===== config.mk =====
export PLATFORM = sky130hd
export DESIGN_NAME = key_filter_flat
export DESIGN_NICKNAME = d
export VERILOG_FILES = /design/src/rtl/key_filter_if.sv /design/src/rtl/key_filter.sv /design/src/flat_wrapper.sv
export SDC_FILE = /design/constraint.sdc
export NUM_CORES = 1
export LEC_CHECK = 0
export ABC_CLOCK_PERIOD_IN_PS = 3400
export CORE_MARGIN = 2
export CORE_UTILIZATION = 55
export DETAILED_ROUTE_END_ITERATION = 7
export PLACE_DENSITY = 0.76
export SYNTH_ARGS = -nofsm -noshare
export SYNTH_HDL_FRONTEND = slang
export SYNTH_SLANG_ARGS = --single-unit

===== constraint.sdc =====
create_clock -name clk -period 3.4 [get_ports clk]
set_clock_uncertainty 0.05 [all_clocks]
set_input_delay 0.68 -clock clk [delete_from_list [all_inputs] [get_ports clk]]
set_output_delay 0.68 -clock clk [all_outputs]
set_load 0.02 [all_outputs]

===== src/rtl/key_filter_if.sv =====
// ---------------------------------------------------------------------------
// key_filter_if
// Purpose : groups the key debouncer's data signals into one bundle so the
//           filter and whatever drives/observes it share a single port.
// Signals : key_in      raw mechanical key level, asynchronous, bouncing
//           key_press   one-cycle pulse per confirmed press
//           key_release one-cycle pulse per confirmed release (0 unless the
//                       filter is built with KEY_RELEASE_PULSE_EN)
//           key_level   debounced key level, 1 = pressed
//           filt_state  current filter state, for debug
// Modports: master drives key_in and observes the filter outputs;
//           slave is the filter itself.
// ---------------------------------------------------------------------------
interface key_filter_if;
  logic       key_in;
  logic       key_press;
  logic       key_release;
  logic       key_level;
  logic [1:0] filt_state;

  modport master (
    output key_in,
    input  key_press,
    input  key_release,
    input  key_level,
    input  filt_state
  );

  modport slave (
    input  key_in,
    output key_press,
    output key_release,
    output key_level,
    output filt_state
  );
endinterface


===== src/rtl/key_filter.sv =====
// ---------------------------------------------------------------------------
// key_filter
// Purpose : debounces a mechanical key. The raw level is synchronised, then a
//           four-state filter only accepts a new level after it has been seen
//           unchanged for a full CNT_MAX-cycle window. Confirmed presses (and
//           optionally releases) are reported as one-cycle pulses.
// Params  : CNT_MAX    debounce window in clk cycles (>= 2)
//           KEY_ACTIVE key_in level that means "pressed"
// Ports   : clk        system clock, rising edge
//           rst_n      asynchronous active-low reset
//           bus        key_filter_if.slave (key_in in; key_press, key_release,
//                      key_level, filt_state out)
// Build   : define KEY_RELEASE_PULSE_EN to build the release pulse register;
//           without it key_release is tied low.
// ---------------------------------------------------------------------------
module key_filter #(
  parameter int   CNT_MAX    = 1000000,
  parameter logic KEY_ACTIVE = 1'b0
) (
  input logic         clk,
  input logic         rst_n,
  key_filter_if.slave bus
);

  localparam int             CntWidth = (CNT_MAX > 1) ? $clog2(CNT_MAX) : 1;
  localparam logic [CntWidth-1:0] CntLast = CntWidth'(CNT_MAX - 1);

  typedef enum logic [1:0] {
    IDLE       = 2'b00,
    PRESS_FILT = 2'b01,
    DOWN       = 2'b10,
    REL_FILT   = 2'b11
  } state_e;

  logic                syncA_q;
  logic                syncB_q;
  logic                keyActive;
  state_e              state_q;
  state_e              state_d;
  state_e              prevState_q;
  logic [CntWidth-1:0] count_q;
  logic [CntWidth-1:0] count_d;
  logic                keyPress_q;
  logic                keyPress_d;

  // Two-flop synchroniser; both stages come out of reset at the released
  // level so a reset never looks like a key edge.
  always_ff @(posedge clk or negedge rst_n) begin
    if (!rst_n) begin
      syncA_q <= ~KEY_ACTIVE;
      syncB_q <= ~KEY_ACTIVE;
    end else begin
      syncA_q <= bus.key_in;
      syncB_q <= syncA_q;
    end
  end

  assign keyActive = (syncB_q == KEY_ACTIVE);

  // State, window counter, previous state and the registered press pulse.
  always_ff @(posedge clk or negedge rst_n) begin
    if (!rst_n) begin
      state_q     <= IDLE;
      prevState_q <= IDLE;
      count_q     <= '0;
      keyPress_q  <= 1'b0;
    end else begin
      state_q     <= state_d;
      prevState_q <= state_q;
      count_q     <= count_d;
      keyPress_q  <= keyPress_d;
    end
  end

  // Next-state logic. The counter defaults to zero, so it clears on every
  // transition and rests at zero in the stable states; it only advances
  // while a filter window is still open, so it can never wrap.
  // The press pulse is taken from the first DOWN cycle after PRESS_FILT and
  // registered, which places it one edge after the state change.
  always_comb begin
    state_d    = state_q;
    count_d    = '0;
    keyPress_d = (state_q == DOWN) && (prevState_q == PRESS_FILT);
    case (state_q)
      IDLE: begin
        if (keyActive) begin
          state_d = PRESS_FILT;
        end
      end
      PRESS_FILT: begin
        if (!keyActive) begin
          state_d = IDLE;
        end else if (count_q == CntLast) begin
          state_d = DOWN;
        end else begin
          count_d = count_q + CntWidth'(1);
        end
      end
      DOWN: begin
        if (!keyActive) begin
          state_d = REL_FILT;
        end
      end
      REL_FILT: begin
        if (keyActive) begin
          state_d = DOWN;
        end else if (count_q == CntLast) begin
          state_d = IDLE;
        end else begin
          count_d = count_q + CntWidth'(1);
        end
      end
      default: begin
        state_d = IDLE;
      end
    endcase
  end

`ifdef KEY_RELEASE_PULSE_EN
  logic keyRelease_q;

  // Release pulse mirrors the press pulse: first IDLE cycle after REL_FILT,
  // registered one edge later.
  always_ff @(posedge clk or negedge rst_n) begin
    if (!rst_n) begin
      keyRelease_q <= 1'b0;
    end else begin
      keyRelease_q <= (state_q == IDLE) && (prevState_q == REL_FILT);
    end
  end

  assign bus.key_release = keyRelease_q;
`else
  assign bus.key_release = 1'b0;
`endif

  assign bus.key_press  = keyPress_q;
  assign bus.key_level  = (state_q == DOWN) || (state_q == REL_FILT);
  assign bus.filt_state = state_q;

endmodule


===== src/flat_wrapper.sv =====
// flat-port wrapper written by rule: the top's interface ports become plain ports
module key_filter_flat 
#(
  parameter int   CNT_MAX    = 1000000,
  parameter logic KEY_ACTIVE = 1'b0
)
  (clk, rst_n, bus_key_in, bus_key_press, bus_key_release, bus_key_level, bus_filt_state);
  key_filter_if bus_i ();
  input logic clk;
  input logic rst_n;
  input wire logic [$bits(bus_i.key_in)-1:0] bus_key_in;
  output wire logic [$bits(bus_i.key_press)-1:0] bus_key_press;
  output wire logic [$bits(bus_i.key_release)-1:0] bus_key_release;
  output wire logic [$bits(bus_i.key_level)-1:0] bus_key_level;
  output wire logic [$bits(bus_i.filt_state)-1:0] bus_filt_state;
  assign bus_i.key_in = bus_key_in;
  assign bus_key_press = bus_i.key_press;
  assign bus_key_release = bus_i.key_release;
  assign bus_key_level = bus_i.key_level;
  assign bus_filt_state = bus_i.filt_state;
  key_filter #(.CNT_MAX(CNT_MAX), .KEY_ACTIVE(KEY_ACTIVE)) u_core (.clk(clk), .rst_n(rst_n), .bus(bus_i));
endmodule

==> flow_summary.json <==
{
  "min_path_type": "flop to flop",
  "startpoint_type": "flop",
  "arrival_ns": 2.42,
  "overflow": 0,
  "initial_utilization": 0.578,
  "crit_family": "simple AND/OR/NAND/NOR gates",
  "worstMarginPinSlew_ns": 0.651,
  "root_buffer": "clkbuf_4",
  "avgViaCountPerCell": 5.69,
  "area_delta_synth_final_pct": 7.11,
  "htreeDepth": 1,
  "cp-end-kind": "flop",
  "synthesis.nets": 128,
  "drt_first_pass_iters": 4,
  "hold_violations": 0,
  "rsz0062_at_grt": "no",
  "synth_common_cells": "dfrtp_1, nor2_1, xnor2_1",
  "cts_resized": 0,
  "tns_ns": 0,
  "yosysSeqAreaShare": 0.536,
  "n_antenna_cell": 0,
  "yosysTopAreaCell": "dfrtp_1",
  "maxClockFrequency_mhz": 438,
  "vias": 887,
  "cp-startpoint": "u_core.count_q[10]$_DFF_PN0_",
  "place_congestion": 0.724,
  "rows": 17,
  "die_y_um": 52.0,
  "clock-sinks": 27,
  "cts_tree": "built",
  "drc": 0,
  "period_needed_ns": 2.28,
  "drv_slew": 0,
  "async_flop_share": 1.00,
  "crit_slowest_cell": "a21o_1",
  "synth_warnings": 0,
  "yosysMostFrequentCell": "dfrtp_1",
  "synth_top_area_share": 0.494,
  "worstHoldStart": "u_core.syncA_q$_DFF_PN1_",
  "io_pins": 8,
  "io_buffers": 6,
  "clk_pin_slew_ns": 0.15,
  "post-route-period-util": 0.672,
  "wl_per_cell_um": 14.2,
  "relSlewSlack": 0.566,
  "fin_util": 0.619,
  "power.net_switching_mw": 0.110,
  "post_cts_buffers": 0,
  "numCtsBuffers": 3,
  "crit_required_ns": 3.53,
  "insertion_delay_ns": 0.32,
  "grt_max_degree": 28,
  "synthFlopType": "dfrtp_1",
  "cap_violations": 0,
  "timing.final.ws_setup_ns": 1.12,
  "pre_cts_ws_ns": 1.14,
  "nets": 133,
  "drt_iter0_drc": 14,
  "cts_hold_buf": 0,
  "criticalPathCategory": "flop to flop",
  "critPathMaxFanout": 20,
  "p_clk_frac": 0.285,
  "core-area_sq_mm": 0.00219,
  "avgSynthCellArea_sq_um": 10.2,
  "place_hpwl_um": 1590,
  "pwr-share-comb": 0.040,
  "ant_nets": 0,
  "path_depth": 4,
  "p_total_mw": 0.486,
  "p_per_area_mw_per_mm2": 359,
  "reg2reg_from": "u_core.count_q[10]$_DFF_PN0_",
  "clk_path_buf_depth": 2,
  "crit_path_cell_trace": "or4b_1 > nor4_1 > a21o_1 > nor2_1",
  "r2r_cells": 4,
  "whs_path_depth": 0,
  "synth_edf_count": 0,
  "syn_inst": 124,
  "leakagePower_nw": 0.496,
  "die_w_um": 52.0,
  "peakVddDrop_mv": 0.238,
  "yosys.cell_types.count": 33,
  "wirelength_um": 2210,
  "grt_use_total": 0.189,
  "antenna_found_initial": 0,
  "internal_power_mw": 0.377,
  "finalInstanceArea_sq_mm": 0.00136,
  "grt_first_pass_wirelength_um": 3710,
  "status": "finished, final reports clean",
  "drive_gt1_frac": 0.102,
  "power_switching_share": 0.226,
  "critPathBufInv": 0,
  "max_stage_delay_ns": 0.60,
  "placed_cell_area_sq_mm": 0.00133,
  "p_seq_frac": 0.675,
  "ys_top_cells_by_area": "dfrtp_1, xnor2_1, dfstp_2",
  "setup_viol": 0,
  "die_area_sq_mm": 0.00270,
  "synth_area_sq_mm": 0.00127,
  "synth-seq-cells": 27,
  "grt_pass1_vias": 872
}
[power groups by stage]
stage | registers, mW | clock network [mW] | logic (mW)
after floorplan | 0.335 | 0 | 0.00858
final | 0.328 | 0.139 | 0.0193
after global placement | 0.334 | 0 | 0.0192
after detailed placement | 0.334 | 0 | 0.0200
after global routing | 0.329 | 0.154 | 0.0222
after CTS | 0.329 | 0.144 | 0.0199
[registers in the layout, summed over array words and instances (netlist names), named ones only]
register and cells:
u_core.count_q 20, u_core.syncB_q 1, u_core.prevState_q 2, u_core.bus.key_press 1, u_core.syncA_q 1, u_core.bus.filt_state 1
[worst reg2reg max path: cells and delay by family (launching register included)]
family	cells	cell delay [ns]
compound gates	1	0.60
flops	1	0.49
simple gates	3	1.00
[area by class of cell]
type	instances	area, sq um
fillers	192	835
flip-flops and latches	27	678
multi-input cells	83	519
repair buffers	7	67.6
well taps	28	35.0
inverters	7	26.3
clock buffers	3	22.5
clock inverters	1	7.51
[placed cells by master (no fill, tap or decap), drive strengths merged, types with 3 or more instances in the layout]
master	instances
dfrtp	25
nor2	13
xnor2	9
nand2	8
a21oi	8
inv	7
nand3	7
o21ai	6
clkdlybuf4s50	6
or3	6
nor3	4
or4	4
nor4	3
clkbuf	3
[kinds of logic (layout without fill, tap and decap cells)]
logic type	after synthesis	in the layout	synth area share
other	1	1	0.00296
AO/OA/AOI/OAI	17	17	0.0761
adder cells (fa/ha/maj)	1	1	0.00988
AND/OR/NAND/NOR	52	52	0.237
flip-flops	27	27	0.536
buffers and inverters	14	18	0.0544
XOR/XNOR	11	11	0.0761
multiplexers	1	1	0.00791
[layer usage]
metal | track usage | vias up | share of wire | wire length, um
met1 | 0.229 | 445 | 0.46 | 1010
met2 | 0.323 | 10 | 0.52 | 1140
met5 | 0 | - | 0 | 0
li1 | - | 430 | - | -
met3 | 0.0287 | 2 | 0.021 | 46
met4 | 0.0965 | 0 | 0.0054 | 12
[path summary, 6_finish.rpt]
path | endpoint | slack [ns]
max | u_core.count_q[12]$_DFF_PN0_ | 1.12
min | u_core.syncB_q$_DFF_PN1_ | 0.32
max reg2reg | u_core.count_q[12]$_DFF_PN0_ | 1.12
min reg2reg | u_core.syncB_q$_DFF_PN1_ | 0.32
max in group asynchronous | u_core.syncA_q$_DFF_PN1_ | 2.36
min in group asynchronous | u_core.count_q[19]$_DFF_PN0_ | 0.65
[metrics by stage]
stage,cells,hold slack [ns]
after floorplan,124,0.295
after global placement,152,0.299
after detailed placement,152,0.300
after CTS,156,0.324
after global routing,156,0.327
final,156,0.321
No activity file was read; power rests on OpenSTA's default activity.
